<file path="config.mk">
export PLATFORM = sky130hd
export DESIGN_NAME = disp_sched
export DESIGN_NICKNAME = d
export VERILOG_FILES = /design/src/rtl/disp_pkg.sv /design/src/rtl/frame_div.sv /design/src/rtl/disp_sched.sv
export SDC_FILE = /design/constraint.sdc
export NUM_CORES = 1
export LEC_CHECK = 0
export CAP_MARGIN = 20
export CORE_MARGIN = 3
export CORE_UTILIZATION = 51
export CTS_BUF_LIST = sky130_fd_sc_hd__clkbuf_16
export DETAILED_ROUTE_END_ITERATION = 12
export PLACE_DENSITY = 0.79
export REMOVE_ABC_BUFFERS = 1
export SETUP_SLACK_MARGIN = 0.3
export SYNTH_ARGS = -nofsm -noshare
export SYNTH_HDL_FRONTEND = slang
export SYNTH_SLANG_ARGS = --single-unit
</file>
<file path="constraint.sdc">
create_clock -name clk -period 1.7 [get_ports clk]
set_clock_uncertainty 0.05 [all_clocks]
set_input_delay 0.255 -clock clk [delete_from_list [all_inputs] [get_ports clk]]
set_output_delay 0.255 -clock clk [all_outputs]
set_load 0.02 [all_outputs]
</file>
<file path="src/rtl/disp_pkg.sv">
// Shared geometry defaults, field widths and handshake state encoding for the display scheduler.
// Pure declarations: no latency, no flow control.
package disp_pkg;
  localparam int HACT_DEF = 800;
  localparam int VACT_DEF = 600;
  localparam int XY_W     = 11;
  localparam int MODE_W   = 3;
  localparam int SPEED_W  = 4;

  typedef enum logic [1:0] {
    ST_IDLE = 2'd0,
    ST_PEND = 2'd1,
    ST_ACK  = 2'd2
  } hs_state_t;

  typedef struct packed {
    logic [MODE_W-1:0]  mode;
    logic [SPEED_W-1:0] speed;
  } cfg_t;
endpackage

</file>
<file path="src/rtl/frame_div.sv">
// Frame divider: anim_tick pulses one cycle after every (speed+1)-th frame start.
// Latency 1 cycle from fs; no backpressure, a commit restarts the count.
module frame_div
  import disp_pkg::*;
(
  input  logic               clk,
  input  logic               RSTn,
  input  logic               fs,
  input  logic               commit,
  input  logic [SPEED_W-1:0] speed,
  output logic               anim_tick
);

  logic [SPEED_W-1:0] div;

  // speed is the value in force before any same-cycle commit lands
  always_ff @(posedge clk or negedge RSTn) begin
    if (!RSTn) begin
      div       <= '0;
      anim_tick <= 1'b0;
    end else begin
      anim_tick <= fs && (div == speed);
      if (commit)
        div <= '0;
      else if (fs)
        div <= (div == speed) ? '0 : div + 1'b1;
    end
  end

endmodule

</file>
<file path="src/rtl/disp_sched.sv">
// Display scheduler: active-area x/y, frame count, animation tick and frame-aligned mode commit.
// Outputs registered 1 cycle after timing inputs; cfg_req is a level held until the cfg_ack pulse.
module disp_sched
  import disp_pkg::*;
#(
  parameter int HACT = HACT_DEF,
  parameter int VACT = VACT_DEF
) (
  input  logic               clk,
  input  logic               RSTn,
  input  logic               hvalid,
  input  logic               vvalid,
  input  logic               vsync,
  input  logic               cfg_req,
  input  logic [MODE_W-1:0]  cfg_mode,
  input  logic [SPEED_W-1:0] cfg_speed,
  output logic               cfg_ack,
  output logic [MODE_W-1:0]  mode,
  output logic [XY_W-1:0]    x,
  output logic [XY_W-1:0]    y,
  output logic               pix_en,
  output logic [7:0]         frame_cnt,
  output logic               anim_tick,
  output logic               sync_err
);

  localparam logic [XY_W-1:0] X_MAX = XY_W'(HACT - 1);
  localparam logic [XY_W-1:0] Y_MAX = XY_W'(VACT - 1);

  logic               vsync_q;
  logic               fs;
  logic               line_end;
  logic               y_full;
  logic               x_ovf;
  logic               y_ovf;
  logic               commit;
  hs_state_t          state;
  cfg_t               shadow;
  logic [SPEED_W-1:0] speed;

  assign fs       = vsync & ~vsync_q;
  assign line_end = pix_en & ~hvalid;
  assign x_ovf    = hvalid & pix_en & (x == X_MAX);
  // y stays at the last row; a further line starting in the same frame is the overflow
  assign y_ovf    = hvalid & ~pix_en & vvalid & y_full;
  assign commit   = (state == ST_PEND) & fs;

  always_ff @(posedge clk or negedge RSTn) begin
    if (!RSTn) begin
      vsync_q   <= 1'b0;
      pix_en    <= 1'b0;
      x         <= '0;
      y         <= '0;
      y_full    <= 1'b0;
      frame_cnt <= '0;
      sync_err  <= 1'b0;
    end else begin
      vsync_q <= vsync;
      pix_en  <= hvalid;

      if (!hvalid || !pix_en)
        x <= '0;
      else if (x != X_MAX)
        x <= x + 1'b1;

      if (!vvalid) begin
        y      <= '0;
        y_full <= 1'b0;
      end else if (line_end) begin
        if (y == Y_MAX)
          y_full <= 1'b1;
        else
          y <= y + 1'b1;
      end

      if (x_ovf || y_ovf)
        sync_err <= 1'b1;

      if (fs)
        frame_cnt <= frame_cnt + 1'b1;
    end
  end

  always_ff @(posedge clk or negedge RSTn) begin
    if (!RSTn) begin
      state   <= ST_IDLE;
      shadow  <= '0;
      mode    <= '0;
      speed   <= '0;
      cfg_ack <= 1'b0;
    end else begin
      cfg_ack <= 1'b0;
      case (state)
        ST_IDLE: begin
          // a request landing on fs only latches; it commits on the following fs
          if (cfg_req) begin
            shadow <= '{mode: cfg_mode, speed: cfg_speed};
            state  <= ST_PEND;
          end
        end
        ST_PEND: begin
          if (fs) begin
            mode    <= shadow.mode;
            speed   <= shadow.speed;
            cfg_ack <= 1'b1;
            state   <= ST_ACK;
          end
        end
        ST_ACK: begin
          if (!cfg_req)
            state <= ST_IDLE;
        end
        default: state <= ST_IDLE;
      endcase
    end
  end

  frame_div u_frame_div (
    .clk       (clk),
    .RSTn      (RSTn),
    .fs        (fs),
    .commit    (commit),
    .speed     (speed),
    .anim_tick (anim_tick)
  );

endmodule

</file>
==> flow_summary.ini, run 1 <==
[run_status]
outcome = complete, no violations

[synth]
yosysTopAreaCell = dfrtp_1
avgSynthCellArea_um2 = 11.5
syn_area_mm2 = 0.00251
ys_seq_area_share_pct = 55.8
synth_most_common_cell = dfrtp_1
syn_inst = 219
ys_top_cells_by_area = dfrtp_1 (56%), xnor2_1 (7.3%), mux2_2 (6.3%)
synth-async-reset-ratio_pct = 100
synth_top_area_share_pct = 55.8
yosys_warnings = 0
synth-edff-count = 0
synthDistinctLibCells = 43
ys.flop_type = dfrtp_1
synth_seq_cells = 56
synth_common_cells = dfrtp_1 (56), nand2_1 (21), xnor2_1 (21)

[sta]
hold_viol_final = 0
relSlewSlack_pct = 76.5
fin_ws_ps = 146
fin_tns_setup_ps = 0
fmax_ghz = 0.643
finalSetupViolations = 0
hold_slack_ps = 147
fin_crit_sh_pct = 91.4
period_needed_ps = 1550
rsz0062_at_grt = true
tightest_slew_ps = 350
maxSlewViolCount = 0

[hold_path]
hp-start = vsync
min-delay-path-class = in2reg

[global_routing]
track_usage_pct = 20.1
grt_max_degree = 57
grt_pass1_vias = 2016
antenna_found_initial = 0
grt_overflow = 0
grt_pass1_wl_um = 9510

[setup_path]
worstPathMaxFanout = 7
startpoint = y[3]
r2r_slack_ps = 150
crit_arrival_ps = 1730
cp_num_buf_inv = 1
crit_type = reg2reg
end_kind = register
r2r_start = y[3]
max_stage_delay_ps = 460
path_cells = buf_4 -> and4_4 -> nand2_2 -> or4_1 -> a21boi_1
worstPathRequired_ps = 1870
cp_top_family = simple AND/OR/NAND/NOR gates
cpMaxStageDelayCell = or4_1
critPathLaunchType = register

[flow_run]
max_cap_violations = 0

[final_layout]
fillers = 306
drive_gt1_share_pct = 36.3
num_antenna_cells = 0
final_area_mm2 = 0.00363
fin_cells = 376
area_growth_pct = 44.6
fin_nets = 327

[placed_design]
place_area_mm2 = 0.00324
gp_congestion = 0.839
post-dp-hpwl_um = 3690
dp_slack_ps = -37.9
place_inst = 350
numPortBuffers = 49

[detailed_routing]
wl_met1_um = 2600
avgViaCountPerCell = 5.50
drc_errors = 0
drtAntennaViolNets = 0
drt-pass1-iter-count = 4
num_vias = 2069
wl_met3_um = 260
top_layer_used = met4
wire_per_inst_um = 15.8
wirelength_um = 5950
drtIter0Drc = 81
met2_length_um = 2940

[floorplan]
ios = 50
initial_core_util_pct = 55.0
core_mm2 = 0.00456
dieArea_mm2 = 0.00580
row_count = 24
die_w_um = 76.2
die_height_um = 76.2

[clock_network]
insertion_delay_ps = 290
htreeDepth = 2
cts-root-buf = clkbuf_16
cts.sink_count = 56
clk_pin_slew_ps = 70
tritoncts = done
max-clock-path-buffers = 2
cts_buffers = 5

[pwr]
powerDensity_mw_per_mm2 = 1090
p_leak_nw = 1.67
peakVddDrop_mv = 0.916
-- worst reg2reg max path: stages (launching register included) --
cell and delay (ps):
dfrtp_1 370, buf_4 160, and4_4 250, nand2_2 60, or4_1 460, a21boi_1 130
-- timing repair --
item,in CTS,in global routing
cloned,0,0
setup endpoints to repair,62,53
pin swaps,16,15
buffers inserted,8,9
endpoints found under the hold margin,56,0
hold buffers,1,0
resized for setup,74,52
-- layout make-up --
class / instances / area (um^2) / area share, %
Clock buffer: 5 / 125 / 3.45
Clock inverter: 3 / 18.8 / 0.517
Timing Repair Buffer: 89 / 738 / 20.3
Sequential cell: 56 / 1410 / 38.9
Tap cell: 65 / 81.3 / 2.24
Inverter: 5 / 18.8 / 0.517
Multi-Input combinational cell: 153 / 1230 / 34.0
-- power breakdown --
group / internal, mW / total [mW] / switching (mW)
Clock: 0.542 / 1.01 / 0.467
Combinational: 0.540 / 1.02 / 0.475
Sequential: 1.64 / 1.91 / 0.275
-- kinds of logic (layout without fill, tap and decap cells) --
group	after synthesis	in the layout	synth area share, %
adder cells (fa/ha/maj)	4	4	1.99
flip-flops	56	56	55.8
multiplexers	16	16	7.08
XOR/XNOR	23	23	8.03
buffers and inverters	10	102	1.50
AND/OR/NAND/NOR	83	83	18.6
AO/OA/AOI/OAI	27	27	6.98
-- final timing paths --
| check | endpoint | depth (start not counted) |
|---|---|---|
| min | vsync_q | 1 |
| max | y[9] | 5 |
| min in group asynchronous | y[0] | 3 |
| min reg2reg | frame_cnt[7] | 1 |
| max reg2reg | y[9] | 5 |
| max in group asynchronous | x[7] | 3 |
-- flip-flops by register name, summed over array words and instances, names as in the netlist, 2 cells and up --
signal,cells
u_frame_div.div,4
y,11
shadow,7
speed,4
mode,3
x,11
frame_cnt,8
state,2
-- per-layer routing --
layer | track usage (%) | up-vias
met5 | 0 | -
met4 | 7.97 | 0
met3 | 3.66 | 13
met2 | 33.2 | 72
met1 | 26.6 | 1026
li1 | - | 958
-- cells in the final DEF (no fill, tap or decap), types with 3 or more instances in the layout --
cell type	Yosys	layout
dfrtp_1	56	47
clkdlybuf4s50_1	0	10
a31oi_1	4	3
nand4_1	11	11
buf_2	0	9
mux2_2	14	14
nand3_1	7	5
clkbuf_16	0	5
clkbuf_2	0	5
clkdlybuf4s15_1	0	5
xnor2_1	21	20
o21ai_0	7	6
and2_1	8	8
inv_1	5	5
buf_6	0	5
nand2_1	21	20
dfrtp_2	0	9
dlygate4sd2_1	0	17
buf_4	0	33
a21oi_1	4	3
nor2_1	9	8
-- per-stage QoR --
stage	util (%)	total power, mW
finish	79.5	3.94
global route	79.5	4.16
CTS	76.9	3.92
detailed placement	70.9	2.96
global placement	70.9	2.91
floorplan	-	2.49
Note: power is estimated with default switching activity, not from simulation.
==> inputs of run 2 (changes only) <==
--- a/config.mk
+++ b/config.mk
@@ -11,8 +11,10 @@
 export CTS_BUF_LIST = sky130_fd_sc_hd__clkbuf_16
 export DETAILED_ROUTE_END_ITERATION = 12
 export PLACE_DENSITY = 0.79
+export RECOVER_POWER = 50
 export REMOVE_ABC_BUFFERS = 1
 export SETUP_SLACK_MARGIN = 0.3
+export SLEW_MARGIN = 10
 export SYNTH_ARGS = -nofsm -noshare
 export SYNTH_HDL_FRONTEND = slang
 export SYNTH_SLANG_ARGS = --single-unit
==> run 2 against run 1 <==
Power fell by 0.24%; sequential power is essentially flat; clock power is essentially flat; largest power group unchanged; register-to-register slack about the same; combinational power is essentially flat; largest cell class unchanged; critical path depth is the same; core utilization decreased by 0.99 points; die area did not move; routed wire length is 0.35% higher; fmax about the same.
==> flow_summary.ini, run 2 (synthesis gave the netlist of run 1 again) <==
[sta]
tightest_slew_ps = 743
fmax_ghz = 0.643
relSlewSlack_pct = 50.5
finalSetupViolations = 0
fin_tns_setup_ps = 0
period_needed_ps = 1550
fin_crit_sh_pct = 91.5
hold_slack_ps = 73.4
fin_ws_ps = 145
maxSlewViolCount = 0
hold_viol_final = 0
rsz0062_at_grt = true

[final_layout]
fin_nets = 327
area_growth_pct = 42.8
fillers = 318
mostFrequentLayoutCells = dfrtp_1 (48), buf_4 (29), xnor2_1 (20), nand2_1 (20), dlygate4sd2_1 (17)
mostFrequentLayoutCell = dfrtp_1
drive_gt1_share_pct = 33.8
reg.largest.list = x: 11 flops, y: 11 flops, frame_cnt: 8 flops
final_area_mm2 = 0.00358
post-route-util_pct = 78.5
num_antenna_cells = 0

[setup_path]
critPathLaunchType = register
cpMaxStageDelayCell = or4_1
crit_type = reg2reg
worstPathMaxFanout = 7
crit_arrival_ps = 1730
worstPathRequired_ps = 1870
end_kind = register
max_stage_delay_ps = 460
path_cells = buf_4 -> and4_4 -> nand2_2 -> or4_1 -> a21boi_1

[detailed_routing]
num_vias = 2060
avgViaCountPerCell = 5.48
drtIter0Drc = 96
drtAntennaViolNets = 0
drt-pass1-iter-count = 5
wire_per_inst_um = 15.9
wirelength_um = 5970
drc_errors = 0

[clock_network]
insertion_delay_ps = 290
tritoncts = done
cts_buffers = 5
clk_pin_slew_ps = 70
cts-root-buf = clkbuf_16
max-clock-path-buffers = 2
htreeDepth = 2
cts.sink_count = 56

[placed_design]
post-dp-hpwl_um = 3690
numPortBuffers = 49
dp_slack_ps = -37.9
place_area_mm2 = 0.00324
gp_congestion = 0.839

[pwr]
peakVddDrop_mv = 0.917
p_leak_nw = 1.62
powerDensity_mw_per_mm2 = 1100

[floorplan]
ios = 50
die_w_um = 76.2
core_mm2 = 0.00456
dieArea_mm2 = 0.00580
initial_core_util_pct = 55.0
die_height_um = 76.2
row_count = 24

[flow_run]
max_cap_violations = 0

[global_routing]
antenna_found_initial = 0
track_usage_pct = 20.1
grt_pass1_vias = 2016
grt_pass1_wl_um = 9510
grt_overflow = 0
grt_max_degree = 57

[run_status]
outcome = complete, no violations

[hold_path]
min-delay-path-class = in2reg
==> run 2: cell count changes in the layout (fill, tap and decap cells not counted), moves of 2 or more <==
cell / delta
clkbuf_4: +2
buf_4: -4
clkbuf_2: -3
clkbuf_1: +7
==> run 2: worst paths after layout <==
| path | start | end | cells past startpoint | slack, ps |
|---|---|---|---|---|
| hold reg to reg | frame_cnt[7] | frame_cnt[7] | 1 | 430 |
| setup reg to reg | y[3] | y[9] | 5 | 150 |
| max in group asynchronous | RSTn | x[7] | 3 | 440 |
| setup / recovery | y[3] | y[9] | 5 | 150 |
| min in group asynchronous | RSTn | y[0] | 3 | 610 |
| hold / removal | vsync | vsync_q | 1 | 70 |
==> run 2: layout make-up <==
type                       count  area, um^2  area share, %
sequential                    56        1410           39.4
multi-input combinational    153        1230           34.2
timing repair buffer          89         702           19.6
clock buffer                   5         125           3.49
tap                           65        81.3           2.27
clock inverter                 3        18.8          0.524
inverter                       5        18.8          0.524
==> run 2: report_power, final <==
| part | switching (mW) | internal, mW | leakage (nW) |
|---|---|---|---|
| Combinational | 0.475 | 0.530 | 0.844 |
| Clock | 0.469 | 0.542 | 0.0635 |
| Sequential | 0.274 | 1.64 | 0.716 |
==> run 2: worst max-delay path, delay by kind of cell, from the launching register on <==
| kind | cells | cell delay (ps) |
|---|---|---|
| and+or+nand+nor | 3 | 770 |
| DFF | 1 | 370 |
| buffers and inverters | 1 | 160 |
| AOI/OAI and AO/OA | 1 | 130 |
==> run 2: layer usage <==
metal / vias up / routed length (um) / GRT usage, %
met1: 1038 / 2650 / 26.6
met3: 13 / 218 / 3.66
met4: 0 / 148 / 7.97
met2: 52 / 2950 / 33.2
met5: - / 0 / 0
li1: 957 / - / -
==> run 2: timing repair <==
item                                   in CTS  in global routing
setup endpoints to repair                  62                 53
cloned                                      0                  0
pin swaps                                  16                 15
hold buffers                                1                  0
buffers inserted                            8                  9
resized for setup                          74                 52
endpoints found under the hold margin      56                  0
==> run 2: metrics by stage <==
| step | power (mW) | cells |
|---|---|---|
| final | 3.93 | 376 |
| after global routing | 4.14 | 376 |
| after CTS | 3.92 | 367 |
| after detailed placement | 2.96 | 350 |
| after global placement | 2.91 | 350 |
| after floorplan | 2.49 | 214 |
